**src/rtl/csr_pkg.sv**
```systemverilog
// -----------------------------------------------------------------------------
// csr_pkg
// Shared definitions for the machine-mode CSR file and trap sequencer:
//   - CSR address map
//   - csr_op encodings and the per-cycle action chosen by the sequencer
//   - trap cause codes
//   - bit positions inside mstatus / mie / mip
// Optional build macro used by the importing RTL: CSR_COUNTERS_EN.
// -----------------------------------------------------------------------------
package csr_pkg;

  // CSR address map
  localparam logic [11:0] CSR_ADDR_MSTATUS  = 12'h300;
  localparam logic [11:0] CSR_ADDR_MIE      = 12'h304;
  localparam logic [11:0] CSR_ADDR_MTVEC    = 12'h305;
  localparam logic [11:0] CSR_ADDR_MSCRATCH = 12'h340;
  localparam logic [11:0] CSR_ADDR_MEPC     = 12'h341;
  localparam logic [11:0] CSR_ADDR_MCAUSE   = 12'h342;
  localparam logic [11:0] CSR_ADDR_MTVAL    = 12'h343;
  localparam logic [11:0] CSR_ADDR_MIP      = 12'h344;
  localparam logic [11:0] CSR_ADDR_MHARTID  = 12'hF14;
  localparam logic [11:0] CSR_ADDR_MCYCLE   = 12'hB00;
  localparam logic [11:0] CSR_ADDR_MINSTRET = 12'hB02;

  // csr_op encodings; 3'b110 / 3'b111 behave like CSR_OP_NONE
  typedef enum logic [2:0] {
    CSR_OP_NONE  = 3'b000,
    CSR_OP_RW    = 3'b001,
    CSR_OP_RS    = 3'b010,
    CSR_OP_RC    = 3'b011,
    CSR_OP_ECALL = 3'b100,
    CSR_OP_MRET  = 3'b101
  } csr_op_e;

  // What the unit does with the current instruction, after priority resolution
  typedef enum logic [2:0] {
    ACT_IDLE    = 3'd0,  // no instruction this cycle
    ACT_IRQ     = 3'd1,  // timer interrupt taken, instruction suppressed
    ACT_ILLEGAL = 3'd2,  // illegal-CSR exception
    ACT_ECALL   = 3'd3,  // environment call exception
    ACT_MRET    = 3'd4,  // return from trap
    ACT_CSR_WR  = 3'd5,  // CSR read-modify-write that updates a register
    ACT_RETIRE  = 3'd6   // retires with no CSR side effect
  } act_e;

  // Trap cause codes
  localparam int unsigned CAUSE_ILLEGAL_INSN = 2;
  localparam int unsigned CAUSE_MTIMER_IRQ   = 7;
  localparam int unsigned CAUSE_ECALL_M      = 11;

  // Vectored mode places each interrupt handler 4 bytes * cause past the base
  localparam int unsigned IRQ_VECTOR_STRIDE = 4;

  // Bit positions
  localparam int unsigned MSTATUS_MIE_BIT  = 3;
  localparam int unsigned MSTATUS_MPIE_BIT = 7;
  localparam int unsigned MSTATUS_MPP_HI   = 12;
  localparam int unsigned MSTATUS_MPP_LO   = 11;
  localparam int unsigned MIE_MTIE_BIT     = 7;
  localparam int unsigned MIP_MTIP_BIT     = 7;

  // Read-only CSRs fault on any op that would write them
  function automatic logic csr_is_read_only(input logic [11:0] addr);
    return (addr == CSR_ADDR_MIP) || (addr == CSR_ADDR_MHARTID);
  endfunction

endpackage

```
**src/rtl/csr_sync2.sv**
```systemverilog
// -----------------------------------------------------------------------------
// csr_sync2
// Two-flop synchroniser for asynchronous level inputs (used for mtip).
// A rising input is visible on sync_o after two clk rising edges.
// Ports:
//   clk      in   clock
//   rst_n    in   asynchronous active-low reset (both stages clear to 0)
//   async_i  in   WIDTH  asynchronous input
//   sync_o   out  WIDTH  synchronised output
// -----------------------------------------------------------------------------
module csr_sync2 #(
  parameter int unsigned WIDTH = 1
) (
  input  logic             clk,
  input  logic             rst_n,
  input  logic [WIDTH-1:0] async_i,
  output logic [WIDTH-1:0] sync_o
);

  logic [WIDTH-1:0] meta_q, meta_d;
  logic [WIDTH-1:0] sync_q, sync_d;

  always_comb begin
    meta_d = async_i;
    sync_d = meta_q;
  end

  always_ff @(posedge clk or negedge rst_n) begin
    if (!rst_n) begin
      meta_q <= '0;
      sync_q <= '0;
    end else begin
      meta_q <= meta_d;
      sync_q <= sync_d;
    end
  end

  assign sync_o = sync_q;

endmodule

```
**src/rtl/csr_trap_unit.sv**
```systemverilog
// -----------------------------------------------------------------------------
// csr_trap_unit
// Machine-mode CSR file plus trap sequencer for the single-issue core.
// Executes CSRRW/CSRRS/CSRRC (register and zimm forms), ECALL and MRET, raises
// illegal-CSR exceptions and takes the machine timer interrupt, stacking
// mstatus MIE/MPIE and redirecting fetch through mtvec (direct or vectored).
//
// Ports:
//   clk, rst_n    clock, asynchronous active-low reset
//   inst_valid    in   the instruction on pc/csr_* retires this cycle
//   pc            in   XLEN  PC of that instruction
//   csr_op        in   3     000 none, 001 RW, 010 RS, 011 RC, 100 ECALL, 101 MRET
//   csr_addr      in   12    CSR address
//   csr_wsrc      in   XLEN  rs1 value or zero-extended zimm
//   csr_rdata     out  XLEN  old value of the addressed CSR (combinational)
//   redirect      out  trap entry or MRET this cycle (combinational)
//   redirect_pc   out  XLEN  fetch target when redirect=1, else 0
//   illegal       out  current op faults
//   mtip          in   asynchronous machine timer interrupt request
//   irq_taken     out  interrupt accepted; the instruction is suppressed
//
// Handshake: there is no backpressure. inst_valid qualifies pc/csr_op/
// csr_addr/csr_wsrc for exactly one cycle; all architectural updates for that
// instruction land on the next clk rising edge, and redirect/illegal/irq_taken
// are only ever asserted in a cycle where inst_valid=1.
//
// Build option: define CSR_COUNTERS_EN to add mcycle (0xB00) and
// minstret (0xB02); otherwise those addresses are unimplemented.
// -----------------------------------------------------------------------------
module csr_trap_unit
  import csr_pkg::*;
#(
  parameter int unsigned     XLEN        = 64,
  parameter logic [XLEN-1:0] MTVEC_RST   = '0,
  parameter logic [63:0]     MSTATUS_RST = 64'h0000_000A_0000_1800,
  parameter logic [XLEN-1:0] HART_ID     = '0
) (
  input  logic            clk,
  input  logic            rst_n,
  input  logic            inst_valid,
  input  logic [XLEN-1:0] pc,
  input  logic [2:0]      csr_op,
  input  logic [11:0]     csr_addr,
  input  logic [XLEN-1:0] csr_wsrc,
  output logic [XLEN-1:0] csr_rdata,
  output logic            redirect,
  output logic [XLEN-1:0] redirect_pc,
  output logic            illegal,
  input  logic            mtip,
  output logic            irq_taken
);

  localparam logic [XLEN-1:0] MSTATUS_RST_X = MSTATUS_RST[XLEN-1:0];
  localparam logic [XLEN-1:0] MEPC_MASK     = ~XLEN'(3);
  localparam logic [XLEN-1:0] MTVEC_MASK    = ~XLEN'(2);
  localparam logic [XLEN-1:0] BASE_MASK     = ~XLEN'(3);
  localparam logic [XLEN-1:0] MCAUSE_IRQ    = {1'b1, (XLEN-1)'(CAUSE_MTIMER_IRQ)};
  localparam logic [XLEN-1:0] MCAUSE_ILL    = XLEN'(CAUSE_ILLEGAL_INSN);
  localparam logic [XLEN-1:0] MCAUSE_ECALL  = XLEN'(CAUSE_ECALL_M);
  localparam logic [XLEN-1:0] IRQ_OFFSET    = XLEN'(IRQ_VECTOR_STRIDE * CAUSE_MTIMER_IRQ);

  // ---------------------------------------------------------------------------
  // State
  // ---------------------------------------------------------------------------
  logic            mstatus_mie_q,  mstatus_mie_d;
  logic            mstatus_mpie_q, mstatus_mpie_d;
  logic            mie_mtie_q,     mie_mtie_d;
  logic [XLEN-1:0] mtvec_q,        mtvec_d;
  logic [XLEN-1:0] mscratch_q,     mscratch_d;
  logic [XLEN-1:0] mepc_q,         mepc_d;
  logic [XLEN-1:0] mcause_q,       mcause_d;
  logic [XLEN-1:0] mtval_q,        mtval_d;
`ifdef CSR_COUNTERS_EN
  logic [XLEN-1:0] mcycle_q,       mcycle_d;
  logic [XLEN-1:0] minstret_q,     minstret_d;
`endif

  logic            mtip_sync;

  // Combinational views and decode
  logic [XLEN-1:0] mstatus_val, mie_val, mip_val;
  logic [XLEN-1:0] csr_old, csr_wdata, trap_base;
  logic            csr_hit, csr_ro;
  logic            is_csr_op, wsrc_nz, wr_attempt, op_fault, irq_pending;
  act_e            act;

  csr_sync2 #(.WIDTH(1)) u_mtip_sync (
    .clk     (clk),
    .rst_n   (rst_n),
    .async_i (mtip),
    .sync_o  (mtip_sync)
  );

  // Architectural views of the partially implemented registers. Bits of
  // mstatus other than MIE/MPIE/MPP are constant and come from the reset value.
  always_comb begin
    mstatus_val                                  = MSTATUS_RST_X;
    mstatus_val[MSTATUS_MIE_BIT]                 = mstatus_mie_q;
    mstatus_val[MSTATUS_MPIE_BIT]                = mstatus_mpie_q;
    mstatus_val[MSTATUS_MPP_HI:MSTATUS_MPP_LO]   = 2'b11;
    mie_val                                      = '0;
    mie_val[MIE_MTIE_BIT]                        = mie_mtie_q;
    mip_val                                      = '0;
    mip_val[MIP_MTIP_BIT]                        = mtip_sync;
  end

  // Read mux
  always_comb begin
    csr_hit = 1'b1;
    csr_ro  = csr_is_read_only(csr_addr);
    csr_old = '0;
    case (csr_addr)
      CSR_ADDR_MSTATUS:  csr_old = mstatus_val;
      CSR_ADDR_MIE:      csr_old = mie_val;
      CSR_ADDR_MTVEC:    csr_old = mtvec_q;
      CSR_ADDR_MSCRATCH: csr_old = mscratch_q;
      CSR_ADDR_MEPC:     csr_old = mepc_q;
      CSR_ADDR_MCAUSE:   csr_old = mcause_q;
      CSR_ADDR_MTVAL:    csr_old = mtval_q;
      CSR_ADDR_MIP:      csr_old = mip_val;
      CSR_ADDR_MHARTID:  csr_old = HART_ID;
      CSR_ADDR_MCYCLE: begin
`ifdef CSR_COUNTERS_EN
        csr_old = mcycle_q;
`else
        csr_hit = 1'b0;
`endif
      end
      CSR_ADDR_MINSTRET: begin
`ifdef CSR_COUNTERS_EN
        csr_old = minstret_q;
`else
        csr_hit = 1'b0;
`endif
      end
      default:           csr_hit = 1'b0;
    endcase
  end

  // Decode and priority resolution. RS/RC with a zero source is a pure read
  // (judged on the value, not on the rs1 index), so it never writes and never
  // faults on a read-only CSR.
  always_comb begin
    is_csr_op   = (csr_op == CSR_OP_RW) || (csr_op == CSR_OP_RS) || (csr_op == CSR_OP_RC);
    wsrc_nz     = |csr_wsrc;
    wr_attempt  = (csr_op == CSR_OP_RW) ||
                  (((csr_op == CSR_OP_RS) || (csr_op == CSR_OP_RC)) && wsrc_nz);
    op_fault    = is_csr_op && (!csr_hit || (csr_ro && wr_attempt));
    irq_pending = mstatus_mie_q && mie_mtie_q && mtip_sync;

    act = ACT_IDLE;
    if (inst_valid) begin
      if (irq_pending)                    act = ACT_IRQ;
      else if (op_fault)                  act = ACT_ILLEGAL;
      else if (csr_op == CSR_OP_ECALL)    act = ACT_ECALL;
      else if (csr_op == CSR_OP_MRET)     act = ACT_MRET;
      else if (is_csr_op && wr_attempt)   act = ACT_CSR_WR;
      else                                act = ACT_RETIRE;
    end
  end

  always_comb begin
    case (csr_op)
      CSR_OP_RS: csr_wdata = csr_old | csr_wsrc;
      CSR_OP_RC: csr_wdata = csr_old & ~csr_wsrc;
      default:   csr_wdata = csr_wsrc;
    endcase
  end

  assign trap_base = mtvec_q & BASE_MASK;

  // Outputs. Everything is held low while reset is asserted so a trap in
  // flight is dropped immediately.
  always_comb begin
    redirect    = 1'b0;
    redirect_pc = '0;
    illegal     = 1'b0;
    irq_taken   = 1'b0;
    csr_rdata   = (rst_n && is_csr_op) ? csr_old : '0;
    if (rst_n) begin
      case (act)
        ACT_IRQ: begin
          redirect    = 1'b1;
          irq_taken   = 1'b1;
          redirect_pc = mtvec_q[0] ? (trap_base + IRQ_OFFSET) : trap_base;
        end
        ACT_ILLEGAL: begin
          redirect    = 1'b1;
          illegal     = 1'b1;
          redirect_pc = trap_base;
        end
        ACT_ECALL: begin
          redirect    = 1'b1;
          redirect_pc = trap_base;
        end
        ACT_MRET: begin
          redirect    = 1'b1;
          redirect_pc = mepc_q;
        end
        default: ;
      endcase
    end
  end

  // Next-state logic
  always_comb begin
    mstatus_mie_d  = mstatus_mie_q;
    mstatus_mpie_d = mstatus_mpie_q;
    mie_mtie_d     = mie_mtie_q;
    mtvec_d        = mtvec_q;
    mscratch_d     = mscratch_q;
    mepc_d         = mepc_q;
    mcause_d       = mcause_q;
    mtval_d        = mtval_q;
`ifdef CSR_COUNTERS_EN
    mcycle_d       = mcycle_q + XLEN'(1);
    // Suppressed instructions (interrupt, illegal) do not retire
    minstret_d     = minstret_q;
    if ((act == ACT_ECALL) || (act == ACT_MRET) || (act == ACT_CSR_WR) || (act == ACT_RETIRE))
      minstret_d = minstret_q + XLEN'(1);
`endif

    case (act)
      ACT_IRQ, ACT_ILLEGAL, ACT_ECALL: begin
        mepc_d         = pc & MEPC_MASK;
        mtval_d        = '0;
        mstatus_mpie_d = mstatus_mie_q;
        mstatus_mie_d  = 1'b0;
        if (act == ACT_IRQ)          mcause_d = MCAUSE_IRQ;
        else if (act == ACT_ILLEGAL) mcause_d = MCAUSE_ILL;
        else                         mcause_d = MCAUSE_ECALL;
      end
      ACT_MRET: begin
        mstatus_mie_d  = mstatus_mpie_q;
        mstatus_mpie_d = 1'b1;
      end
      ACT_CSR_WR: begin
        // A CSR write beats the counter increment of the same cycle
        case (csr_addr)
          CSR_ADDR_MSTATUS: begin
            mstatus_mie_d  = csr_wdata[MSTATUS_MIE_BIT];
            mstatus_mpie_d = csr_wdata[MSTATUS_MPIE_BIT];
          end
          CSR_ADDR_MIE:      mie_mtie_d = csr_wdata[MIE_MTIE_BIT];
          CSR_ADDR_MTVEC:    mtvec_d    = csr_wdata & MTVEC_MASK;
          CSR_ADDR_MSCRATCH: mscratch_d = csr_wdata;
          CSR_ADDR_MEPC:     mepc_d     = csr_wdata & MEPC_MASK;
          CSR_ADDR_MCAUSE:   mcause_d   = csr_wdata;
          CSR_ADDR_MTVAL:    mtval_d    = csr_wdata;
`ifdef CSR_COUNTERS_EN
          CSR_ADDR_MCYCLE:   mcycle_d   = csr_wdata;
          CSR_ADDR_MINSTRET: minstret_d = csr_wdata;
`endif
          default: ;
        endcase
      end
      default: ;
    endcase
  end

  always_ff @(posedge clk or negedge rst_n) begin
    if (!rst_n) begin
      mstatus_mie_q  <= MSTATUS_RST_X[MSTATUS_MIE_BIT];
      mstatus_mpie_q <= MSTATUS_RST_X[MSTATUS_MPIE_BIT];
      mie_mtie_q     <= 1'b0;
      mtvec_q        <= MTVEC_RST & MTVEC_MASK;
      mscratch_q     <= '0;
      mepc_q         <= '0;
      mcause_q       <= '0;
      mtval_q        <= '0;
`ifdef CSR_COUNTERS_EN
      mcycle_q       <= '0;
      minstret_q     <= '0;
`endif
    end else begin
      mstatus_mie_q  <= mstatus_mie_d;
      mstatus_mpie_q <= mstatus_mpie_d;
      mie_mtie_q     <= mie_mtie_d;
      mtvec_q        <= mtvec_d;
      mscratch_q     <= mscratch_d;
      mepc_q         <= mepc_d;
      mcause_q       <= mcause_d;
      mtval_q        <= mtval_d;
`ifdef CSR_COUNTERS_EN
      mcycle_q       <= mcycle_d;
      minstret_q     <= minstret_d;
`endif
    end
  end

endmodule

```
**config.mk**
```make
export PLATFORM = sky130hd
export DESIGN_NAME = csr_trap_unit
export DESIGN_NICKNAME = d
export VERILOG_FILES = /design/src/rtl/csr_pkg.sv /design/src/rtl/csr_sync2.sv /design/src/rtl/csr_trap_unit.sv
export SDC_FILE = /design/constraint.sdc
export NUM_CORES = 1
export LEC_CHECK = 0
export BUFFER_PORTS_ARGS = -buffer_cell sky130_fd_sc_hd__clkbuf_2
export CORE_MARGIN = 2
export CORE_UTILIZATION = 53
export DETAILED_ROUTE_END_ITERATION = 7
export PLACE_DENSITY_LB_ADDON = 0.12
export REMOVE_ABC_BUFFERS = 1
export SLEW_MARGIN = 20
export SYNTH_ARGS = -nofsm -noshare
export SYNTH_HDL_FRONTEND = slang
export SYNTH_SLANG_ARGS = --single-unit
```
**constraint.sdc**
```tcl
create_clock -name clk -period 2.8 [get_ports clk]
set_clock_uncertainty 0.2 [all_clocks]
set_input_delay 0.14 -clock clk [delete_from_list [all_inputs] [get_ports clk]]
set_output_delay 0.14 -clock clk [all_outputs]
set_load 0.02 [all_outputs]
```
### Word-level counts from Yosys, hierarchy flattened

Cells that the tools add are included.

| storage, ports and cells | value |
|---|---|
| word-level logic and storage cells | 96 |
| input port bits | 147 |
| register bits after elaboration | 324 |

| cells by class | value |
|---|---|
| $add $sub $neg | 1 |
| reductions and logical operators | 28 |
| muxes and demuxes | 31 |
| bitwise gates (word level) | 3 |
| eq/ne operators | 23 |

Operators with widths:

| cell | count |
|---|---|
| one-hot mux 64 bit (2 select lines) | 4 |
| one-hot mux 64 bit (8 select lines) | 1 |
| two-way mux 64 bit | 7 |
| one-hot mux 64 bit (3 select lines) | 1 |
| == test 12 x 10 -> 1 bit (second input constant) | 8 |
| adder 64 x 5 -> 64 bit (second input constant) | 1 |
| bitwise AND 64 bit | 1 |
| inverter 64 bit | 1 |
| OR 64 bit | 1 |
| OR reduction 64 bit | 1 |
| AND reduction 2 bit | 7 |
| == test 12 bit (second input constant) | 1 |
| == test 3 x 2 -> 1 bit (second input constant) | 4 |
| == test 3 bit (second input constant) | 4 |
| two-way mux 3 bit | 4 |
| two-way mux 1 bit | 9 |
| OR reduction 9 bit | 1 |
| inequality test 2 bit (second input constant) | 4 |
| logical AND 1 bit | 7 |
| == test 3 x 1 -> 1 bit (second input constant) | 2 |
| logical OR 1 bit | 6 |
| one-hot mux 1 bit (3 select lines) | 2 |
| two-way mux 2 bit | 2 |
| two-way mux 4 bit | 1 |
| 6 further kinds | 6 |

### Logic depth before layout (Yosys ltp)

| logic depth | value |
|---|---|
| depth in word-level cells | 15 |
| depth in mapped cells | 11 |
| gate-level depth less buffers | 9 |

### By module

Synthesis repeated with hierarchy kept, for this count alone.

| second synthesis, totals | value |
|---|---|
| cells, all modules | 2164 |
| area total of the unflattened synthesis | 19463.7 um^2 |

Modules (own cells, without submodules):

| module | cells an instance | area each (um^2) | seq. area each (um^2) | instances |
|---|---|---|---|---|
| csr_trap_unit | 2162 | 19413.6 | 8007.7 | 1 |
| csr_sync2 | 2 | 50.0 | 50.0 | 1 |

### Worst setup path after synthesis

OpenSTA, ideal clock, no wires.

| timing path | value |
|---|---|
| path kind | register to output |
| start point | register mtvec_q[2] |
| end point | output redirect_pc[52] |
| arrival time | 2.803 ns |
| cell stages (with the launch flop) | 10 |
| path slack | -0.343 ns |
| buffers on the path | 1 |
| cells stage by stage | dfrtp_1 > inv_1 > ha_1 > nor2b_1 > nor4_1 > and4_1 > clkbuf_1 > nand2_1 > or3_1 > a31oi_1 |

| on the way | value |
|---|---|
| cells in the longest elaborated chain, start to end | 4 |

Ends and longest elaborated chain:

| what | RTL line | source |
|---|---|---|
| start: declaration | csr_trap_unit.sv:68 | `logic [XLEN-1:0] mtvec_q, mtvec_d;` |
| start signal: assignment | csr_trap_unit.sv:266 | `mtvec_q <= MTVEC_RST & MTVEC_MASK;` |
| start signal: assignment | csr_trap_unit.sv:279 | `mtvec_q <= mtvec_d;` |
| adder 64 x 5 -> 64 bit | csr_trap_unit.sv:185 | `redirect_pc = mtvec_q[0] ? (trap_base + IRQ_OFFSET) : trap_base;` |
| two-way mux 64 bit | csr_trap_unit.sv:185 |  |
| one-hot mux 64 bit (3 select lines) | csr_trap_unit.sv:181 | `case (act)` |
| two-way mux 64 bit | csr_trap_unit.sv:180 | `if (rst_n) begin` |
| end: declaration | csr_trap_unit.sv:47 | `output logic [XLEN-1:0] redirect_pc,` |

No other way between the ends.

### Worst setup path after layout

| timing path | value |
|---|---|
| start point | register mtvec_q[3] |
| end point | output redirect_pc[42] |

The elaborated chain is that of the path after synthesis.

==> impl_metrics.py <==
metrics = {
    "yosys": {
        "yosysSeqAreaShare": 0.4140,
        "ys_warn_count": 0,
        "synth_edf_count": 0,
        "ys_types": 66,
        "synthArstFlopShare": 1.000,
        "synth_flop_cell": "dfrtp_1",
        "ys_ff_latch": 322,
        "synthCells": 2164,
        "syn_avg_cell_area_um2": 8.994,
        "syn_area_um2": 19460,
    },
    "timing": {
        "max_freq_mhz": 287.8,
        "timing.hold.ws_ps": 15.71,
        "final_hold_viol_count": 0,
        "fin_crit_sh": 1.241,
        "setup_violations": 63,
        "max_slew_margin": 0.4153,
        "fin_ws_ps": -674.6,
        "slew_viol_final": 0,
        "worst-slew-pin-transition_ps": 867.8,
        "rsz0062_at_grt": "yes",
        "period_needed_ps": 3475,
    },
    "setup_path": {
        "crit_path_start": "mtvec_q[3]",
        "cp_common_cell": "buf_6",
        "crit_slowest_cell": "or4_4",
        "crit_end": "redirect_pc[42]",
        "critPathMaxFanout": 5,
        "path_class": "reg -> out",
        "worst_setup_path_start_kind": "flop",
        "r2r_cells": 11,
        "slowest_delay_ps": 460,
        "r2r_end": "mtvec_q[11]",
        "cp.required_ps": 2460,
        "endpoint_kind": "output pin",
        "crit-reg2reg-launch": "mie_mtie_q",
        "critical_path_arrival_ps": 3130,
        "r2r_slack_ps": 40,
        "path_cells": "inv_2 -> ha_4 -> nor2b_4 -> or4_4 -> buf_6 -> nor4_4 -> buf_6 -> nand4_1 -> or3_4 -> a31oi_4 -> buf_8",
    },
    "clock_tree": {
        "clock_sinks": 322,
        "insertion_delay_ps": 560,
        "cts_made_buffers": 39,
        "h-tree-depth": 2,
        "cts.path.max_buffers": 3,
        "cts_tree": "yes",
        "cts-root-buf": "clkbuf_16",
        "clk_pin_slew_ps": 60,
    },
    "floorplanning": {
        "die_w_um": 195.6,
        "start_util": 0.5355,
        "row_count": 70,
        "fp.dieArea_um2": 38270,
        "io_pins": 278,
        "die_y_um": 195.6,
        "core_um2": 36350,
    },
    "route": {
        "via_count": 21800,
        "drc": 0,
        "routed_via_density": 6.559,
        "routedWlPerCell_um": 25.65,
        "ant_nets": 0,
        "detail_route.first_pass.iterations": 6,
        "drt_wl_total_mm": 85.25,
        "drtIter0Drc": 2571,
    },
    "cells_and_area": {
        "final_nets": 2977,
        "drive_gt1_frac": 0.3950,
        "antenna_cells": 0,
        "syn_to_final_growth_pct": 47.16,
        "design_area_um2": 28640,
    },
    "placement": {
        "portBuffers": 273,
        "placed_area_um2": 23910,
        "globalplace.congestion": 1.001,
        "place_hpwl_mm": 55.93,
    },
    "flow_run": {
        "maxCapViolCount": 0,
    },
    "worst_hold_path": {
        "hold_path.class": "in -> reg",
    },
    "pwr": {
        "p_leak_uw": 0.01281,
        "ir_worst_vdd_uv": 440.4,
        "pwr_density_cell_nw_per_um2": 413.0,
    },
    "global_route": {
        "grt_overflow": 0,
        "grt_use_total": 0.4352,
        "first_global_vias": 21480,
        "antenna_found_initial": 0,
        "grt_max_degree": 124,
        "grt_first_pass_wirelength_mm": 127.0,
    },
    "status": {
        "outcome": "complete, but fails checks",
        "violations": "negative setup slack",
    },
}
cells by family (layout without fill, tap and decap cells):
logic type / Yosys count / after routing / share of synthesized area
other: 1 / 2 / 0.0001927
multiplexers: 254 / 254 / 0.1441
AND/OR/NAND/NOR: 731 / 731 / 0.1691
flip-flops: 322 / 322 / 0.4140
XOR/XNOR: 30 / 30 / 0.01350
AO/OA/AOI/OAI: 617 / 617 / 0.2097
adder cells (fa/ha/maj): 1 / 1 / 0.0006427
buffers and inverters: 208 / 899 / 0.04879
synth_stat cells (6+ instances only):
cell	number	share of area
xnor2_1	12	0.0054
and4_1	8	0.0036
nor4_1	48	0.015
o21a_1	8	0.0031
nand2b_1	6	0.0019
a22oi_1	28	0.011
dfrtp_1	322	0.41
a221oi_1	64	0.029
inv_1	14	0.0027
a21oi_1	65	0.017
buf_2	16	0.0041
o2bb2ai_1	9	0.0041
a31oi_1	10	0.0032
nand4_1	21	0.0068
nor3_1	31	0.0080
nand2_1	251	0.048
mux2i_1	71	0.037
a222oi_1	13	0.0067
nor2_1	263	0.051
mux2_2	169	0.098
o21ai_1	8	0.0021
nand3_1	40	0.010
o21ai_0	272	0.070
a2bb2oi_1	56	0.025
clkbuf_1	135	0.026
mux2_4	9	0.0069
buf_1	20	0.0039
o31a_1	57	0.026
or4_1	8	0.0031
or3_1	11	0.0035
and3_1	11	0.0035
xor2_1	18	0.0081
buf_6	18	0.010
registers in the layout (all words and copies together) (netlist names):
signal,flops
mcause_q,64
mscratch_q,64
mtval_q,64
mtvec_q,63
mepc_q,62
mie_mtie_q,1
mstatus_mie_q,1
mstatus_mpie_q,1
u_mtip_sync.meta_q,1
u_mtip_sync.sync_o,1
worst max-delay path, delay by kind of cell (launching register included):
family	cells	cell delay [ps]
compound gates	1	160
simple gates	5	1370
flops	1	360
buf+inv	4	520
fa+ha+maj	1	160
cell usage in the layout (no fill, tap or decap), drive strengths merged, types with 5 or more instances in the layout:
cell and count:
a21oi 66, a221oi 64, a222oi 13, a22oi 28
a2bb2oi 56, a31oi 10, and2 5, and3 11
and4 8, buf 469, clkbuf 289, clkinv 11
dfrtp 322, dlygate4sd3 114, inv 14, mux2 183
mux2i 71, nand2 251, nand2b 6, nand3 40
nand4 21, nor2 266, nor2b 5, nor3 31
nor4 49, o21a 8, o21ai 280, o2bb2ai 9
o31a 57, or3 11, or4 8, xnor2 12
xor2 18
cell type report:
type | instances | area (µm²)
Clock buffer | 55 | 1179
Clock inverter | 13 | 118.9
Fill cell | 2392 | 7704
Inverter | 14 | 55.05
Multi-Input combinational cell | 1635 | 11710
Sequential cell | 322 | 8058
Tap cell | 468 | 585.6
Timing Repair Buffer | 817 | 6937
per-layer routing:
layer,wire length [µm],vias to the layer above,part of all wire,track usage
met5,0,-,0,0
met3,9469,357,0.11,0.08083
met4,4919,0,0.058,0.2454
met2,38380,1573,0.45,0.6747
li1,-,9266,-,-
met1,32480,10610,0.38,0.5770
power by group:
part           internal [µW]  switching [µW]
combinational            737             890
clock                   3110            2090
sequential              4830             169
timing repair:
item | 4_1_cts | 5_1_grt
gates cloned | 2 | 2
endpoints found under the setup margin | 99 | 271
setup buffers | 43 | 20
gates resized for setup | 284 | 162
hold endpoints to repair | 350 | 0
pin swaps | 84 | 60
hold buffers | 114 | 0
metrics by stage:
| step | utilization | power [µW] | worst slack [ps] | TNS (ps) | cells |
|---|---|---|---|---|---|
| floorplan | - | 5580 | -7076 | -2284340 | 1971 |
| global placement | 0.6577 | 6381 | -662.1 | -117090 | 3083 |
| detailed placement | 0.6577 | 6412 | -582.7 | -87710 | 3083 |
| CTS | 0.7680 | 11720 | -748.2 | -22760 | 3307 |
| global route | 0.7881 | 12090 | -766.6 | -30140 | 3324 |
| finish | 0.7881 | 11830 | -674.6 | -27460 | 3324 |
how the worst min path moves through the flow:
stage	slack, ps	cells past startpoint	to	startpoint
after floorplan	-360	0	mcause_q[0]	rst_n
after global placement	-210	1	mcause_q[62]	rst_n
after detailed placement	-220	1	mcause_q[62]	rst_n
after CTS	0.5	4	mscratch_q[14]	csr_wsrc[14]
after global routing	20	3	mtvec_q[56]	csr_wsrc[56]
final	20	5	mtvec_q[25]	csr_wsrc[25]
Note: power is estimated with default switching activity, not from simulation.
